--- src/rtl/interrupt_sequencer_pkg.sv ---
// -----------------------------------------------------------------------------
// interrupt_sequencer_pkg
// Shared constants for the 6502 interrupt/reset entry sequencer: vector
// addresses, sequence-kind encodings, data_out_sel codes and the stack page
// base. Also provides the kind-to-vector lookup used by the sequencer.
// -----------------------------------------------------------------------------
package interrupt_sequencer_pkg;

    // Which entry sequence is running.
    typedef enum logic [1:0] {
        KIND_RST = 2'd0,
        KIND_NMI = 2'd1,
        KIND_IRQ = 2'd2,
        KIND_BRK = 2'd3
    } kind_t;

    // Vector low-byte addresses; the high byte lives at vector + 1.
    localparam logic [15:0] VEC_NMI = 16'hFFFA;
    localparam logic [15:0] VEC_RST = 16'hFFFC;
    localparam logic [15:0] VEC_IRQ = 16'hFFFE;

    // Hardware stack lives in page 1.
    localparam logic [15:0] STACK_BASE = 16'h0100;

    // Byte the top level drives onto the data bus during a push.
    localparam logic [1:0] DSEL_NONE = 2'b00;
    localparam logic [1:0] DSEL_PCH  = 2'b01;
    localparam logic [1:0] DSEL_PCL  = 2'b10;
    localparam logic [1:0] DSEL_P    = 2'b11;

    // Low-byte vector address for a sequence kind (IRQ and BRK share one).
    function automatic logic [15:0] vector_addr(input kind_t kind);
        logic [15:0] addr;
        case (kind)
            KIND_NMI: addr = VEC_NMI;
            KIND_RST: addr = VEC_RST;
            KIND_IRQ: addr = VEC_IRQ;
            KIND_BRK: addr = VEC_IRQ;
            default:  addr = VEC_RST;
        endcase
        return addr;
    endfunction

endpackage

--- src/rtl/interrupt_sequencer_nmi_edge_latch.sv ---
// -----------------------------------------------------------------------------
// interrupt_sequencer_nmi_edge_latch
// Registers the NMI line, detects its rising edge and holds a pending flag
// until the sequencer consumes it. A new edge in the same cycle as a clear
// keeps the flag set so no NMI is lost.
// Ports:
//   i_clk      system clock
//   i_res      asynchronous active-high reset, clears sync flop and pending
//   i_nmi      raw NMI request, active-high
//   i_clr      sequencer is consuming the pending NMI this cycle
//   o_pending  an NMI edge has been seen and not yet serviced
// -----------------------------------------------------------------------------
module interrupt_sequencer_nmi_edge_latch (
    input  logic i_clk,
    input  logic i_res,
    input  logic i_nmi,
    input  logic i_clr,
    output logic o_pending
);

    logic r_nmi_q;
    logic r_pending;
    logic w_rise;

    assign w_rise    = i_nmi & ~r_nmi_q;
    assign o_pending = r_pending;

    // Sync flop and pending flag; edge set has priority over clear.
    always_ff @(posedge i_clk or posedge i_res) begin
        if (i_res) begin
            r_nmi_q   <= 1'b0;
            r_pending <= 1'b0;
        end else begin
            r_nmi_q <= i_nmi;
            if (w_rise) begin
                r_pending <= 1'b1;
            end else if (i_clr) begin
                r_pending <= 1'b0;
            end else begin
                r_pending <= r_pending;
            end
        end
    end

endmodule

--- src/rtl/interrupt_sequencer.sv ---
// -----------------------------------------------------------------------------
// interrupt_sequencer
// Runs the 6502 reset / NMI / IRQ / BRK entry sequences on the shared
// datapath: dummy read, three stack pushes (reads only for reset), then the
// two vector reads that load the PC. The top level muxes these controls
// against instruction_decode using o_busy.
// Ports:
//   i_clk, i_res           clock; async active-high reset (also requests RST)
//   i_rdy                  1 = advance, 0 = stall
//   i_irq, i_nmi           level IRQ, edge NMI
//   i_brk_req              decoder fetched BRK (valid with i_instr_boundary)
//   i_instr_boundary       opcode-fetch cycle pulse from the decoder
//   i_i_flag               current interrupt-disable bit
//   i_sp                   current stack pointer
//   o_busy                 sequencer owns the datapath
//   o_memory_address, o_rw bus address and direction
//   o_data_out_sel         byte to drive on a push (none/PCH/PCL/P)
//   o_b_flag               B bit merged into the pushed P
//   o_sp_decrement         decrement SP at end of cycle
//   o_pcl_load, o_pch_load load PC byte from the data bus
//   o_set_i_flag           set I at end of cycle
//   o_seq_done             last sequencer cycle
// -----------------------------------------------------------------------------
module interrupt_sequencer
    import interrupt_sequencer_pkg::*;
(
    input  logic        i_clk,
    input  logic        i_res,
    input  logic        i_rdy,
    input  logic        i_irq,
    input  logic        i_nmi,
    input  logic        i_brk_req,
    input  logic        i_instr_boundary,
    input  logic        i_i_flag,
    input  logic [7:0]  i_sp,
    output logic        o_busy,
    output logic [15:0] o_memory_address,
    output logic        o_rw,
    output logic [1:0]  o_data_out_sel,
    output logic        o_b_flag,
    output logic        o_sp_decrement,
    output logic        o_pcl_load,
    output logic        o_pch_load,
    output logic        o_set_i_flag,
    output logic        o_seq_done
);

    typedef enum logic [2:0] {
        S_IDLE     = 3'd0,
        S_T1       = 3'd1,
        S_PUSH_PCH = 3'd2,
        S_PUSH_PCL = 3'd3,
        S_PUSH_P   = 3'd4,
        S_VEC_LO   = 3'd5,
        S_VEC_HI   = 3'd6
    } state_t;

    state_t      r_state;
    state_t      w_state_next;
    kind_t       r_kind;
    kind_t       w_kind_next;
    logic        w_nmi_pending;
    logic        w_nmi_clr;
    logic [15:0] w_stack_addr;
    logic [15:0] w_vec_addr;
    logic        w_push_rw;

    interrupt_sequencer_nmi_edge_latch u_nmi_latch (
        .i_clk     (i_clk),
        .i_res     (i_res),
        .i_nmi     (i_nmi),
        .i_clr     (w_nmi_clr),
        .o_pending (w_nmi_pending)
    );

    assign w_stack_addr = STACK_BASE + {8'h00, i_sp};
    assign w_vec_addr   = vector_addr(r_kind);
    // Reset walks the stack with reads so memory is not disturbed.
    assign w_push_rw    = (r_kind == KIND_RST) ? 1'b1 : 1'b0;

    // State and kind registers; reset parks in S_T1 ready to run RST.
    always_ff @(posedge i_clk or posedge i_res) begin
        if (i_res) begin
            r_state <= S_T1;
            r_kind  <= KIND_RST;
        end else begin
            r_state <= w_state_next;
            r_kind  <= w_kind_next;
        end
    end

    // Next-state, kind selection, NMI hijack and pending-NMI consumption.
    always_comb begin
        w_state_next = r_state;
        w_kind_next  = r_kind;
        w_nmi_clr    = 1'b0;
        if (i_rdy) begin
            case (r_state)
                S_IDLE: begin
                    if (i_instr_boundary) begin
                        if (w_nmi_pending) begin
                            w_state_next = S_T1;
                            w_kind_next  = KIND_NMI;
                        end else if (i_brk_req) begin
                            w_state_next = S_T1;
                            w_kind_next  = KIND_BRK;
                        end else if (i_irq && !i_i_flag) begin
                            w_state_next = S_T1;
                            w_kind_next  = KIND_IRQ;
                        end else begin
                            w_state_next = S_IDLE;
                        end
                    end else begin
                        w_state_next = S_IDLE;
                    end
                end
                S_T1:       w_state_next = S_PUSH_PCH;
                S_PUSH_PCH: w_state_next = S_PUSH_PCL;
                S_PUSH_PCL: w_state_next = S_PUSH_P;
                S_PUSH_P: begin
                    w_state_next = S_VEC_LO;
                    // A late NMI steals the vector fetch of an IRQ/BRK.
                    if (w_nmi_pending && ((r_kind == KIND_IRQ) || (r_kind == KIND_BRK))) begin
                        w_kind_next = KIND_NMI;
                    end else begin
                        w_kind_next = r_kind;
                    end
                    if (w_kind_next == KIND_NMI) begin
                        w_nmi_clr = 1'b1;
                    end else begin
                        w_nmi_clr = 1'b0;
                    end
                end
                S_VEC_LO:   w_state_next = S_VEC_HI;
                S_VEC_HI:   w_state_next = S_IDLE;
                default:    w_state_next = S_IDLE;
            endcase
        end else begin
            w_state_next = r_state;
        end
    end

    // Datapath controls decoded from state and kind; strobes need i_rdy.
    always_comb begin
        o_busy           = 1'b1;
        o_memory_address = 16'h0000;
        o_rw             = 1'b1;
        o_data_out_sel   = DSEL_NONE;
        o_b_flag         = (r_kind == KIND_BRK) ? 1'b1 : 1'b0;
        o_sp_decrement   = 1'b0;
        o_pcl_load       = 1'b0;
        o_pch_load       = 1'b0;
        o_set_i_flag     = 1'b0;
        o_seq_done       = 1'b0;
        case (r_state)
            S_IDLE: begin
                o_busy   = 1'b0;
                o_b_flag = 1'b0;
            end
            S_T1: begin
                o_memory_address = 16'h0000;
            end
            S_PUSH_PCH: begin
                o_memory_address = w_stack_addr;
                o_rw             = w_push_rw;
                o_data_out_sel   = DSEL_PCH;
                o_sp_decrement   = i_rdy;
            end
            S_PUSH_PCL: begin
                o_memory_address = w_stack_addr;
                o_rw             = w_push_rw;
                o_data_out_sel   = DSEL_PCL;
                o_sp_decrement   = i_rdy;
            end
            S_PUSH_P: begin
                o_memory_address = w_stack_addr;
                o_rw             = w_push_rw;
                o_data_out_sel   = DSEL_P;
                o_sp_decrement   = i_rdy;
                o_set_i_flag     = i_rdy;
            end
            S_VEC_LO: begin
                o_memory_address = w_vec_addr;
                o_pcl_load       = i_rdy;
            end
            S_VEC_HI: begin
                o_memory_address = w_vec_addr + 16'h0001;
                o_pch_load       = i_rdy;
                o_seq_done       = 1'b1;
            end
            default: begin
                o_busy   = 1'b0;
                o_b_flag = 1'b0;
            end
        endcase
    end

endmodule

--- config.mk ---
export PLATFORM = sky130hd
export DESIGN_NAME = interrupt_sequencer
export DESIGN_NICKNAME = d
export VERILOG_FILES = /design/src/rtl/interrupt_sequencer_pkg.sv /design/src/rtl/interrupt_sequencer_nmi_edge_latch.sv /design/src/rtl/interrupt_sequencer.sv
export SDC_FILE = /design/constraint.sdc
export NUM_CORES = 1
export LEC_CHECK = 0
export CAP_MARGIN = 20
export CORE_MARGIN = 5
export CORE_UTILIZATION = 35
export CTS_BUF_LIST = sky130_fd_sc_hd__clkbuf_4
export DETAILED_ROUTE_END_ITERATION = 10
export HOLD_SLACK_MARGIN = 0.12
export PLACE_DENSITY = 0.83
export SLEW_MARGIN = 20
export SYNTH_ARGS = -nofsm -noshare
export SYNTH_HDL_FRONTEND = slang
export SYNTH_HIERARCHICAL = 1
export SYNTH_SLANG_ARGS = --single-unit
--- constraint.sdc ---
create_clock -name i_clk -period 1.5 [get_ports i_clk]
set_clock_uncertainty 0.1 [all_clocks]
set_input_delay 0.15 -clock i_clk [delete_from_list [all_inputs] [get_ports i_clk]]
set_output_delay 0.15 -clock i_clk [all_outputs]
set_load 0.05 [all_outputs]
## Word-level counts from Yosys, hierarchy flattened

Cells that the tools add are included.

- $mul: 0
- Add/sub/neg operators: 2
- Shifts and indexed selects: 0
- Reduce and logical (&&, ||, !) cells: 12
- Order comparisons: 0
- Mux-type cells: 31
- Divide/modulo/power cells: 0
- Equal/unequal tests: 12
- Bitwise logic cells: 2

Operators by type and width:

| operator | count |
|---|---|
| 16-bit case mux with 3 select lines | 2 |
| 1-bit two-way mux | 18 |
| 3-bit case mux with 6 select lines | 1 |
| 16-bit by 1-bit adder with 16-bit output, second input constant | 1 |
| 2-bit two-way mux | 7 |
| 9-bit by 8-bit adder with 10-bit output, first input constant | 1 |
| 3-bit == test, second input constant | 3 |
| 3-bit by 2-bit == test with 1-bit output, second input constant | 2 |
| 2-bit case mux with 3 select lines | 1 |
| 6-bit OR reduction | 1 |
| 2-bit by 1-bit == test with 1-bit output, second input constant | 2 |
| 2-bit == test, second input constant | 2 |
| 4-bit by 3-bit != test with 1-bit output, second input constant | 1 |
| 2-bit case mux with 2 select lines | 1 |
| 4-bit AND reduction | 1 |
| 2-bit nonzero test | 2 |
| 3-bit by 1-bit == test with 1-bit output, second input constant | 1 |
| 3-bit logical NOT | 1 |
| 3-bit two-way mux | 1 |
| 3-bit OR reduction | 1 |
| 1-bit logical AND | 2 |
| 2-bit logical NOT | 1 |
| 2-bit != test, second input constant | 1 |
| 2-bit OR reduction | 1 |
| 4 further kinds | 4 |

- Memories: 0
- Latch bits: 0
- Flip-flop bits (word level): 7
- Bits in writable memories: 0
- Word-level logic and storage cells: 63
- Input port bits: 16
- ROM bits: 0
- Output and inout port bits: 26

## Logic depth before layout (Yosys ltp)

Gate-level depths: netlist (run 1).

- Depth after elaboration: 12
- Mapped depth: 5

## Cells and area by module

Netlist (run 1), hierarchy kept.

Modules (own cells, without submodules):

| module | seq. area each (um^2) | area an instance (um^2) | cells each | times used |
|---|---|---|---|---|
| interrupt_sequencer | 126.4 | 645.6 | 92 | 1 |
| interrupt_sequencer_nmi_edge_latch | 50.0 | 73.8 | 6 | 1 |

## Worst setup path before layout (run 1)

Ideal clock, no wire load.

- Kind: reg-to-output
- From: register r_state[2]
- To: output port o_memory_address[0]
- Path buffers: 0
- Data required time: 1,250 ps
- Arrival time: 1,794 ps
- Slack: -544 ps
- Cell stages (with the launch flop): 5
- Cells stage by stage: dfrtp_1 > inv_2 > nor2_1 > a21oi_1 > o21ai_0

- Cells in the longest elaborated chain, start to end: 3

RTL lines:

| what | line | text |
|---|---|---|
| start, declared | interrupt_sequencer.sv:58 | `state_t r_state;` |
| start signal, assigned | interrupt_sequencer.sv:87 | `r_state <= w_state_next;` |
| 3-bit == test or 3-bit by 2-bit == test with 1-bit output (tied branches) | interrupt_sequencer.sv:155 | `case (r_state)` |
| 3-bit OR reduction (no source line) | -- |  |
| 16-bit case mux with 3 select lines (*) | interrupt_sequencer.sv:155 |  |
| end, declared | interrupt_sequencer.sv:37 | `output logic [15:0] o_memory_address,` |

Every way passes the cells marked *; elsewhere a longest branch is shown, timed or not.

## Final worst setup path (run 1)

- From: register r_state[0]
- To: output port o_b_flag

- Cells in the longest elaborated chain, start to end: 3

RTL lines:

| what | line | text |
|---|---|---|
| 3-bit == test (tied with other cells) | interrupt_sequencer.sv:155 |  |
| 6-bit OR reduction (no source line) (*) | -- |  |
| 1-bit two-way mux (*) | interrupt_sequencer.sv:155 |  |
| end, declared | interrupt_sequencer.sv:40 | `output logic o_b_flag,` |

Marks and branches as above.

==> results of run 1 <==
## repair_timing
action	CTS	global route
pin swaps	5	6
resized for setup	21	32
hold endpoints to repair	6	0
setup endpoints to repair	28	29
hold buffers	1	0
buffers inserted	7	9
## per-layer routing
metal | vias to the layer above | part of all wire [%] | global-route usage (%)
met1 | 553 | 36 | 25.81
li1 | 475 | - | -
met2 | 102 | 52 | 45.27
met3 | 24 | 7.2 | 3.497
met4 | 0 | 4.9 | 6.250
met5 | - | 0 | 0
## critical path, cell delays in order, from the launching register on
cell and delay, ps:
dfstp_2 550, buf_4 140, buf_4 110, inv_2 40, nand2_2 80, o21a_4 130
and3_4 200, buf_12 140
## cell families after synthesis
| logic type | share of synthesized area, % |
|---|---|
| DFF | 24.52 |
| xor gates and xnor gates | 2.435 |
| AOI/OAI and AO/OA | 35.31 |
| muxes | 1.391 |
| buffers and inverters | 16.00 |
| and+or+nand+nor | 20.35 |
## state kept, by name, indices dropped and copies added (netlist names)
register,flops
r_kind,2
u_nmi_latch/r_nmi_q,1
r_state,3
u_nmi_latch/o_pending,1
## through the flow
step / cells / hold WS (ps)
after floorplan: 98 / -208.8
after global placement: 170 / 230.2
after detailed placement: 170 / 237.2
after CTS: 182 / 265.1
after global routing: 191 / 286.1
final: 191 / 276.2
## cells in the final DEF, fill, tap and decap left out, drive strengths merged, types with 3 or more instances in the layout
| master | synthesis | routed |
|---|---|---|
| buf | 11 | 57 |
| o21ai | 17 | 17 |
| clkdlybuf4s50 | 0 | 15 |
| nand2 | 9 | 9 |
| a21oi | 9 | 9 |
| inv | 8 | 8 |
| nor2 | 8 | 8 |
| dfrtp | 6 | 6 |
| clkbuf | 0 | 4 |
| a211oi | 3 | 3 |
| nand2b | 3 | 3 |
## worst paths after layout
kind / start / end / cells after the start
setup / recovery: r_state[0] / o_b_flag / 7
hold / removal: i_nmi / u_nmi_latch/r_nmi_q / 1
setup reg to reg: r_state[1] / r_kind[0] / 5
hold reg to reg: u_nmi_latch/r_nmi_q / u_nmi_latch/o_pending / 1
max in group asynchronous: i_res / r_state[0] / 3
min in group asynchronous: i_res / u_nmi_latch/o_pending / 3
## area by class of cell
cell class / count / area [sq um]
clock buffer: 4 / 30.03
sequential: 7 / 178.9
tap: 27 / 33.78
timing repair buffer: 73 / 942.2
fill: 45 / 88.84
multi-input combinational: 72 / 658.1
inverter: 8 / 30.03
==> results.yml, run 1 <==
floorplan:
  floorplan.initialDensity_pct: 36.67
  floorplan.core_area_sq_um: 1962
  overall_die_area_sq_um: 3063
  io_pins: 42
  die_y_extent_um: 55.34
  fp.dieW_um: 55.34
  placementRows: 16
finish:
  finalNetCount: 181
  drive_above_1_share_pct: 65.85
  flow.area_growth_from_synthesis_pct: 160.3
  finish.instance_area_sq_um: 1873
  fin_util_pct: 95.47
  antenna_cells_inserted: 0
sta:
  timing.fmax_ghz: 0.5247
  finalCritPeriodShare_pct: 127.1
  slew_violations: 0
  fin_ws_ps: -406.0
  setup_total_negative_slack_ps: -8983
  report.final.setup_viol: 29
  rsz_0062_raised_after_global_routing: "yes"
  timing_hold_violations_final: 0
  slew_headroom_pct: 70.93
  finalCriticalPeriod_ps: 1906
  tightestPinTransition_ps: 432.0
clock_tree:
  cts_buffers: 3
  htree_levels: 1
  clock_sink_count: 7
  cts.root.buffer_cell: "clkbuf_4"
  ctsLongestPathBuffers: 2
  worstSkewPairLatency_ps: 260
  cts.reportedPaths.clkPinSlew_ps: 60
  cts_tree: "built"
yosys:
  synth_largest_area_cell: "dfrtp_1"
  synth_sequential_area_ratio_pct: 24.52
  synth_area_leaders: "dfrtp_1 (21%), o21ai_0 (10%), buf_4 (7.3%), a21oi_1 (6.3%), nand2_1 (4.7%)"
  syn_inst: 98
  synth-seq-cells: 7
  yosys-top-cells-count: "o21ai_0 (15), a21oi_1 (9), nand2_1 (9)"
  syn-mean-instance-area_sq_um: 7.341
  synth.net_count: 114
  synth_enable_flop_cells: 0
  synth_cell_type_count: 36
  async_reset_ff_share_pct: 100.0
  synth_flop_cell: "dfrtp_1"
  yosys.cell_count.top_type: "o21ai_0"
  synth.top_cell.area_share_pct: 20.87
  yosysWarningCount: 6
  synthesis.area_sq_um: 719.4
global_routing:
  grt_pass1_vias: 1081
  grt_max_degree: 14
  grt_antenna_before_repair: 0
  grt_overflow_total: 0
  grt_pass1_wl_um: 5678
  grt_usage_pct: 23.34
drt:
  drc_viols: 0
  totalWireLength_um: 4681
  via_count: 1154
  ant_nets: 0
  drtPass1Iterations: 4
  wl_per_cell_um: 24.51
  vias_per_cell: 6.042
  drt-initial-drc-count: 111
placement:
  post_dp_cell_area_sq_um: 1530
  portBuffers: 41
  place_congestion: 0.8741
  dp.final_hpwl_um: 2238
  preCtsSetupSlack_ps: -110.7
worst_setup_path:
  worstSetupPathType: "reg -> out"
  worst-r2r-setup-slack_ps: -260
  critPathCaptureType: "primary output"
  cp.required_ps: 1250
  worstSetupStartpointType: "flip-flop"
  critical_path_arrival_ps: 1660
  largest_driver_fanout_on_the_critical_path: 4
min_path:
  min-delay-path-class: "in -> reg"
run:
  drv_cap: 0
run_status:
  status: "finished, violations left"
  violations_in_the_final_reports: "setup timing"
Power of run 1 is left out: the tool's default activity adds up to more than one toggle a clock period on the data nets, which glitch-free logic cannot reach.
==> inputs of run 2 (changes only) <==
==> constraint.sdc (replaced) <==
create_clock -name i_clk -period 1.5 [get_ports i_clk]
set_clock_uncertainty 0.1 [all_clocks]
set_input_delay 0.15 -clock i_clk [delete_from_list [all_inputs] [get_ports i_clk]]
set_output_delay 0.15 -clock i_clk [all_outputs]
set_load 0.1 [all_outputs]
==> run 2 against run 1 <==
The flow now stops in 5_1_grt. Synthesized cell count is the same. Synthesized area unchanged.
==> results.yml, run 2 <==
placement:
  dp.final_hpwl_um: 2367
  post_dp_cell_area_sq_um: 1665
  preCtsSetupSlack_ps: -139.3
  portBuffers: 41
  place_congestion: 0.8180
yosys:
  syn_inst: 98
  synth_cell_type_count: 36
  synthSimpleGateAreaFrac_pct: 20.35
  synth_area_leaders: "dfrtp_1 (21%), o21ai_0 (10%), buf_4 (7.3%), a21oi_1 (6.3%), nand2_1 (4.7%)"
  yosysWarningCount: 6
  arithmetic_cell_share_of_the_synthesized_area_counting_full_adders_half_adders_and_majority_gates_pct: 0
  synthesis.area_sq_um: 719.4
  yosys.cell_count.top_type: "o21ai_0"
  post_synth_xor_area_fraction_pct: 2.435
  synth_flop_cell: "dfrtp_1"
  compound_gate_fraction_of_synth_area_pct: 35.30
  synth_largest_area_cell: "dfrtp_1"
  synth_sequential_area_ratio_pct: 24.52
  synth.top_cell.area_share_pct: 20.87
  synth_enable_flop_cells: 0
  muxShareOfSynthArea_pct: 1.391
  dominant_combinational_cell_family_by_area_after_synthesis: "compound AO/OA/AOI/OAI gates"
  synth-seq-cells: 7
  async_reset_ff_share_pct: 100.0
  syn-mean-instance-area_sq_um: 7.341
  yosys-top-cells-count: "o21ai_0 (15), a21oi_1 (9), nand2_1 (9)"
  synth.net_count: 114
clock_tree:
  clock_sink_count: 7
  cts.root.buffer_cell: "clkbuf_4"
  cts_buffers: 3
  ctsLongestPathBuffers: 2
  htree_levels: 1
run_status:
  stop_stage: "5_1_grt"
  tool.error: "[ERROR DPL-0038] Utilization greater than 100%, impossible to legalize"
  status: "aborted with a tool error"
floorplan:
  placementRows: 16
  fp.dieW_um: 55.34
  io_pins: 42
  floorplan.initialDensity_pct: 36.67
  die_y_extent_um: 55.34
global_routing:
  grt_max_degree: 12
sta:
  timing.worst_endpoint.kind: "output port"
  worstEndpointGrtRepair: "o_memory_address[1]"
==> run 2: repair_timing <==
action / 4_1_cts
hold buffers: 1
endpoints found under the setup margin: 29
setup buffers: 4
gates cloned: 0
pin swaps: 4
gates resized for setup: 24
hold endpoints to repair: 6
==> run 2: per-stage QoR <==
stage               instances  TNS [ps]
floorplan                  98     -4366
CTS                       183     -8622
detailed placement        175     -1309
global placement          175    -483.7
==> run 2: cells by family after synthesis <==
| logic type | Yosys count |
|---|---|
| xor+xnor | 2 |
| compound gates | 40 |
| flops | 7 |
| simple gates | 29 |
| buf+inv | 19 |
| mux | 1 |
==> inputs of run 3 (changes only) <==
--- a/config.mk
+++ b/config.mk
@@ -6,12 +6,10 @@
 export NUM_CORES = 1
 export LEC_CHECK = 0
 export CAP_MARGIN = 20
-export CORE_MARGIN = 5
-export CORE_UTILIZATION = 35
-export CTS_BUF_LIST = sky130_fd_sc_hd__clkbuf_4
+export CORE_AREA = 5 5 66 68
 export DETAILED_ROUTE_END_ITERATION = 10
-export HOLD_SLACK_MARGIN = 0.12
-export PLACE_DENSITY = 0.83
+export DIE_AREA = 0 0 71 73
+export PLACE_DENSITY_LB_ADDON = 0.15
 export SLEW_MARGIN = 20
 export SYNTH_ARGS = -nofsm -noshare
 export SYNTH_HDL_FRONTEND = slang
==> constraint.sdc (replaced) <==
create_clock -name i_clk -period 2 [get_ports i_clk]
set_clock_uncertainty 0.1 [all_clocks]
set_input_delay 0.2 -clock i_clk [delete_from_list [all_inputs] [get_ports i_clk]]
set_output_delay 0.2 -clock i_clk [all_outputs]
set_load 0.1 [all_outputs]
==> run 3 against run 2 <==
The flow now finishes without violations.
==> results.yml, run 3 (synthesized netlist as in run 1, its figures left out) <==
run_status:
  status: "complete, no violations"
floorplan:
  io_pins: 42
  floorplan.core_area_sq_um: 3799
  floorplan.initialDensity_pct: 18.94
  overall_die_area_sq_um: 5183
  die_y_extent_um: 73
  fp.dieW_um: 71
  placementRows: 23
worst_setup_path:
  largest_driver_fanout_on_the_critical_path: 8
  crit_chain: "xor2_1, o21a_1, a21oi_1, o21ai_4, buf_12"
  path_delay_family: "flip-flops"
  critical-path-slowest-cell: "dfstp_2"
  critPathCaptureType: "primary output"
  critical-path-max-stage-delay_ps: 600
  worstSetupPathType: "reg -> out"
  critical_path_arrival_ps: 1630
  critical_path_buf_inv_count: 1
  cp.required_ps: 1700
  worstSetupStartpointType: "flip-flop"
min_path:
  min-delay-path-class: "in -> async"
placement:
  portBuffers: 41
  dp.final_hpwl_um: 2092
  post_dp_cell_area_sq_um: 1516
  place_inst: 184
  place_congestion: 0.7380
finish:
  most-common-layout-cells: "buf_12 (26), clkdlybuf4s50_1 (15), o21ai_0 (12)"
  reg_top3: "r_state: 3 flops, r_kind: 2 flops"
  multi_input_gate_area_sq_um: 534.3
  final_cell_count_no_fill: 191
  largest_register: "r_state"
  finish.instance_area_sq_um: 1587
  layout.cells.most_common: "buf_12"
  layout.filler_cells: 390
  flow.area_growth_from_synthesis_pct: 120.5
  antenna_cells_inserted: 0
  regArea_sq_um: 176.4
  finalNetCount: 158
  drive_above_1_share_pct: 45.39
  largest_register_ffs: 3
clock_tree:
  cts.root.buffer_cell: "clkbuf_8"
  worstSkewPairLatency_ps: 220
  cts.reportedPaths.clkPinSlew_ps: 40
  cts_tree: "built"
  clock_sink_count: 7
  ctsLongestPathBuffers: 2
  cts_hold_buffers: 0
  cts_buffers: 3
  htree_levels: 1
global_routing:
  grt_pass1_wl_um: 4050
  grt_max_degree: 12
  grt_overflow_total: 0
  grt_usage_pct: 9.842
  grt_antenna_before_repair: 0
  grt_pass1_vias: 826
sta:
  finalCriticalPeriod_ps: 1927
  tightestPinTransition_ps: 362.0
  timing.fmax_ghz: 0.5189
  finalCritPeriodShare_pct: 96.35
  timing_hold_violations_final: 0
  report.final.setup_viol: 0
  slew_violations: 0
  slew_headroom_pct: 75.61
  rsz_0062_raised_after_global_routing: "yes"
drt:
  via_count: 828
  totalWireLength_um: 2433
  drtPass1Iterations: 4
  drt-initial-drc-count: 17
  vias_per_cell: 4.335
  wl_per_cell_um: 12.74
  drc_viols: 0
  ant_nets: 0
run:
  drv_cap: 0
-- run 3: worst register-to-register path, delay by kind of cell (launching register included) --
kind            cells  cell delay [ps]
compound gates      1              110
flops               1              480
simple gates        2              470
buf+inv             1              220
-- run 3: worst paths after layout --
check,from,end,slack [ps],cells past startpoint
worst max-delay path,r_state[0],o_memory_address[1],70,5
worst min-delay path,i_res,u_nmi_latch/o_pending,60,2
worst max register to register,r_state[1],r_kind[0],500,4
worst min register to register,u_nmi_latch/r_nmi_q,u_nmi_latch/o_pending,350,1
max in group asynchronous,i_res,r_state[0],1450,2
min in group i_clk,u_nmi_latch/r_nmi_q,u_nmi_latch/o_pending,350,1
-- run 3: per-stage QoR --
stage | setup TNS (ps) | hold slack [ps] | util (%) | worst slack (ps)
CTS | 0 | 54.95 | 41.70 | 27.18
detailed placement | 0 | 292.0 | 39.92 | 231.9
global placement | 0 | 284.5 | 39.92 | 243.9
global route | -21.05 | 55.57 | 41.77 | -21.05
floorplan | -531.5 | -158.8 | - | -265.8
finish | 0 | 57.99 | 41.77 | 72.92
-- run 3: area by class of cell --
type,count,share of cell area [%]
multi-input combinational,72,33.68
tap,50,3.943
inverter,8,1.893
clock buffer,4,2.839
sequential,7,11.12
timing repair buffer,50,46.53
-- run 3: metal layers --
metal	wire (um)	vias up	part of all wire [%]	GRT usage, %
met2	1167	31	48	16.48
met1	1071	368	44	11.65
li1	-	427	-	-
met3	178	2	7.3	3.719
met4	16	0	0.66	3.132
met5	0	-	0	0
-- run 3: repair_timing --
action,CTS,global route
gates cloned,0,0
endpoints found under the setup margin,1,2
resized for setup,0,1
setup buffers,3,0
Power of run 3 is left out for the same reason.
==> inputs of run 4 (changes only) <==
--- a/config.mk
+++ b/config.mk
@@ -9,7 +9,7 @@
 export CORE_AREA = 5 5 66 68
 export DETAILED_ROUTE_END_ITERATION = 10
 export DIE_AREA = 0 0 71 73
-export PLACE_DENSITY_LB_ADDON = 0.15
+export PLACE_DENSITY = 0.5
 export SLEW_MARGIN = 20
 export SYNTH_ARGS = -nofsm -noshare
 export SYNTH_HDL_FRONTEND = slang
==> constraint.sdc (replaced) <==
create_clock -name i_clk -period 2.5 [get_ports i_clk]
set_clock_uncertainty 0.1 [all_clocks]
set_input_delay 0.25 -clock i_clk [delete_from_list [all_inputs] [get_ports i_clk]]
set_output_delay 0.25 -clock i_clk [all_outputs]
set_load 0.1 [all_outputs]
==> run 4 against run 3 <==
Register-to-register slack better by 450 ps. Final cell count is 3.7% lower. Die area is the same. Wire length shrank 4.1%. Setup slack gained 230 ps. Sequential share of layout area rose by 1.0 points. Utilization fell by 3.5 points. Critical path depth is 1 lower. Count of clock-buffer cells in the layout fell by 1. Critical endpoint is now o_b_flag.
==> results.yml, run 4 (synthesized netlist as in run 1, its figures left out) <==
worst_setup_path:
  critical_path_arrival_ps: 1850
  path_delay_family: "flip-flops"
  critical-path-slowest-cell: "dfstp_2"
  critPathLaunch: "r_state[0]"
  critical_path_buf_inv_count: 1
  critPathCaptureType: "primary output"
  critical-path-max-stage-delay_ps: 730
  rr_startpoint: "r_state[2]"
  worstSetupStartpointType: "flip-flop"
  cp.required_ps: 2150
  crit_chain: "nand3_1, o21a_2, and3_2, buf_12"
  largest_driver_fanout_on_the_critical_path: 19
  worstSetupPathType: "reg -> out"
floorplan:
  overall_die_area_sq_um: 5183
  floorplan.core_area_sq_um: 3799
  io_pins: 42
  placementRows: 23
  fp.dieW_um: 71
  floorplan.initialDensity_pct: 18.94
  die_y_extent_um: 73
drt:
  drc_viols: 0
  via_count: 817
  vias_per_cell: 4.440
  totalWireLength_um: 2333
  drtPass1Iterations: 4
  drt-initial-drc-count: 52
  ant_nets: 0
  wl_per_cell_um: 12.68
clock_tree:
  htree_levels: 1
  cts_post_setup_buffers_inserted: 0
  cts.reportedPaths.clkPinSlew_ps: 40
  worstSkewPairLatency_ps: 220
  ctsLongestPathBuffers: 2
  postCtsResizedCells: 0
  cts_buffers: 3
  cts_hold_buffers: 0
  cts_tree: "built"
  cts.root.buffer_cell: "clkbuf_8"
  clock_sink_count: 7
finish:
  drive_above_1_share_pct: 36.57
  layout.cells.most_common: "buf_12"
  antenna_cells_inserted: 0
  regArea_sq_um: 176.4
  reg_top3: "r_state: 3 flops, r_kind: 2 flops"
  largest_register: "r_state"
  layout.filler_cells: 386
  finalNetCount: 151
  multi_input_gate_area_sq_um: 452.9
  fin_util_pct: 38.27
  largest_register_ffs: 3
  flow.area_growth_from_synthesis_pct: 102.1
  most-common-layout-cells: "buf_12 (26), clkdlybuf4s50_1 (15), o21ai_0 (12)"
sta:
  fin_ws_ps: 300.9
  report.final.setup_viol: 0
  finalCritPeriodShare_pct: 87.96
  slew_violations: 0
  setup_total_negative_slack_ps: 0
  tightestPinTransition_ps: 444.2
  timing_hold_violations_final: 0
  rsz_0062_raised_after_global_routing: "no"
  finalCriticalPeriod_ps: 2199
  slew_headroom_pct: 70.38
  timing.fmax_ghz: 0.4547
min_path:
  min-delay-path-class: "in -> async"
placement:
  dp.final_hpwl_um: 1958
  place_congestion: 0.8503
  portBuffers: 41
  preCtsSetupSlack_ps: 540.6
global_routing:
  grt_usage_pct: 8.759
  grt_overflow_total: 0
  grt_antenna_before_repair: 0
  grt_pass1_vias: 764
  grt_pass1_wl_um: 3684
  grt_max_degree: 20
run:
  drv_cap: 0
run_status:
  status: "complete, no violations"
[run 4: cell types whose count changed in the layout (fill, tap and decap cells not counted), moves of 2 or more]
cell	change
a21oi_4	-5
o21ai_1	+3
a21oi_2	+5
buf_4	-7
nor2_2	-3
nor2_1	+3
o21ai_2	-2
[run 4: path summary, 6_finish.rpt]
check / end / slack, ps / cells after the start
hold reg to reg: u_nmi_latch/o_pending / 350 / 1
hold / removal: u_nmi_latch/r_nmi_q / 120 / 2
min in group i_clk: u_nmi_latch/o_pending / 350 / 1
setup reg to reg: u_nmi_latch/o_pending / 950 / 3
max in group asynchronous: r_state[0] / 1910 / 2
setup / recovery: o_b_flag / 300 / 4
[run 4: through the flow]
step / std cells / hold WS (ps) / instance area, sq um
floorplan: 98 / -108.8 / 744.5
global placement: 180 / 332.0 / 1408
detailed placement: 180 / 340.6 / 1408
CTS: 184 / 115.5 / 1454
global route: 184 / 139.1 / 1454
finish: 184 / 120.1 / 1454
[run 4: metal layers]
layer	wire (um)	global-route usage (%)	share of wire [%]	vias to the layer above
met5	0	0	0	-
met4	23	2.714	0.99	0
met3	214	3.719	9.2	2
met2	976	13.70	42	39
met1	1119	10.94	48	366
li1	-	-	-	410
[run 4: cell type report]
type                       count  area share, %
timing repair buffer          43          47.16
multi-input combinational     72          31.15
sequential                     7          12.13
tap                           50          4.303
clock buffer                   3          2.840
inverter                       8          2.065
clock inverter                 1         0.3442
Power of run 4 is left out for the same reason.
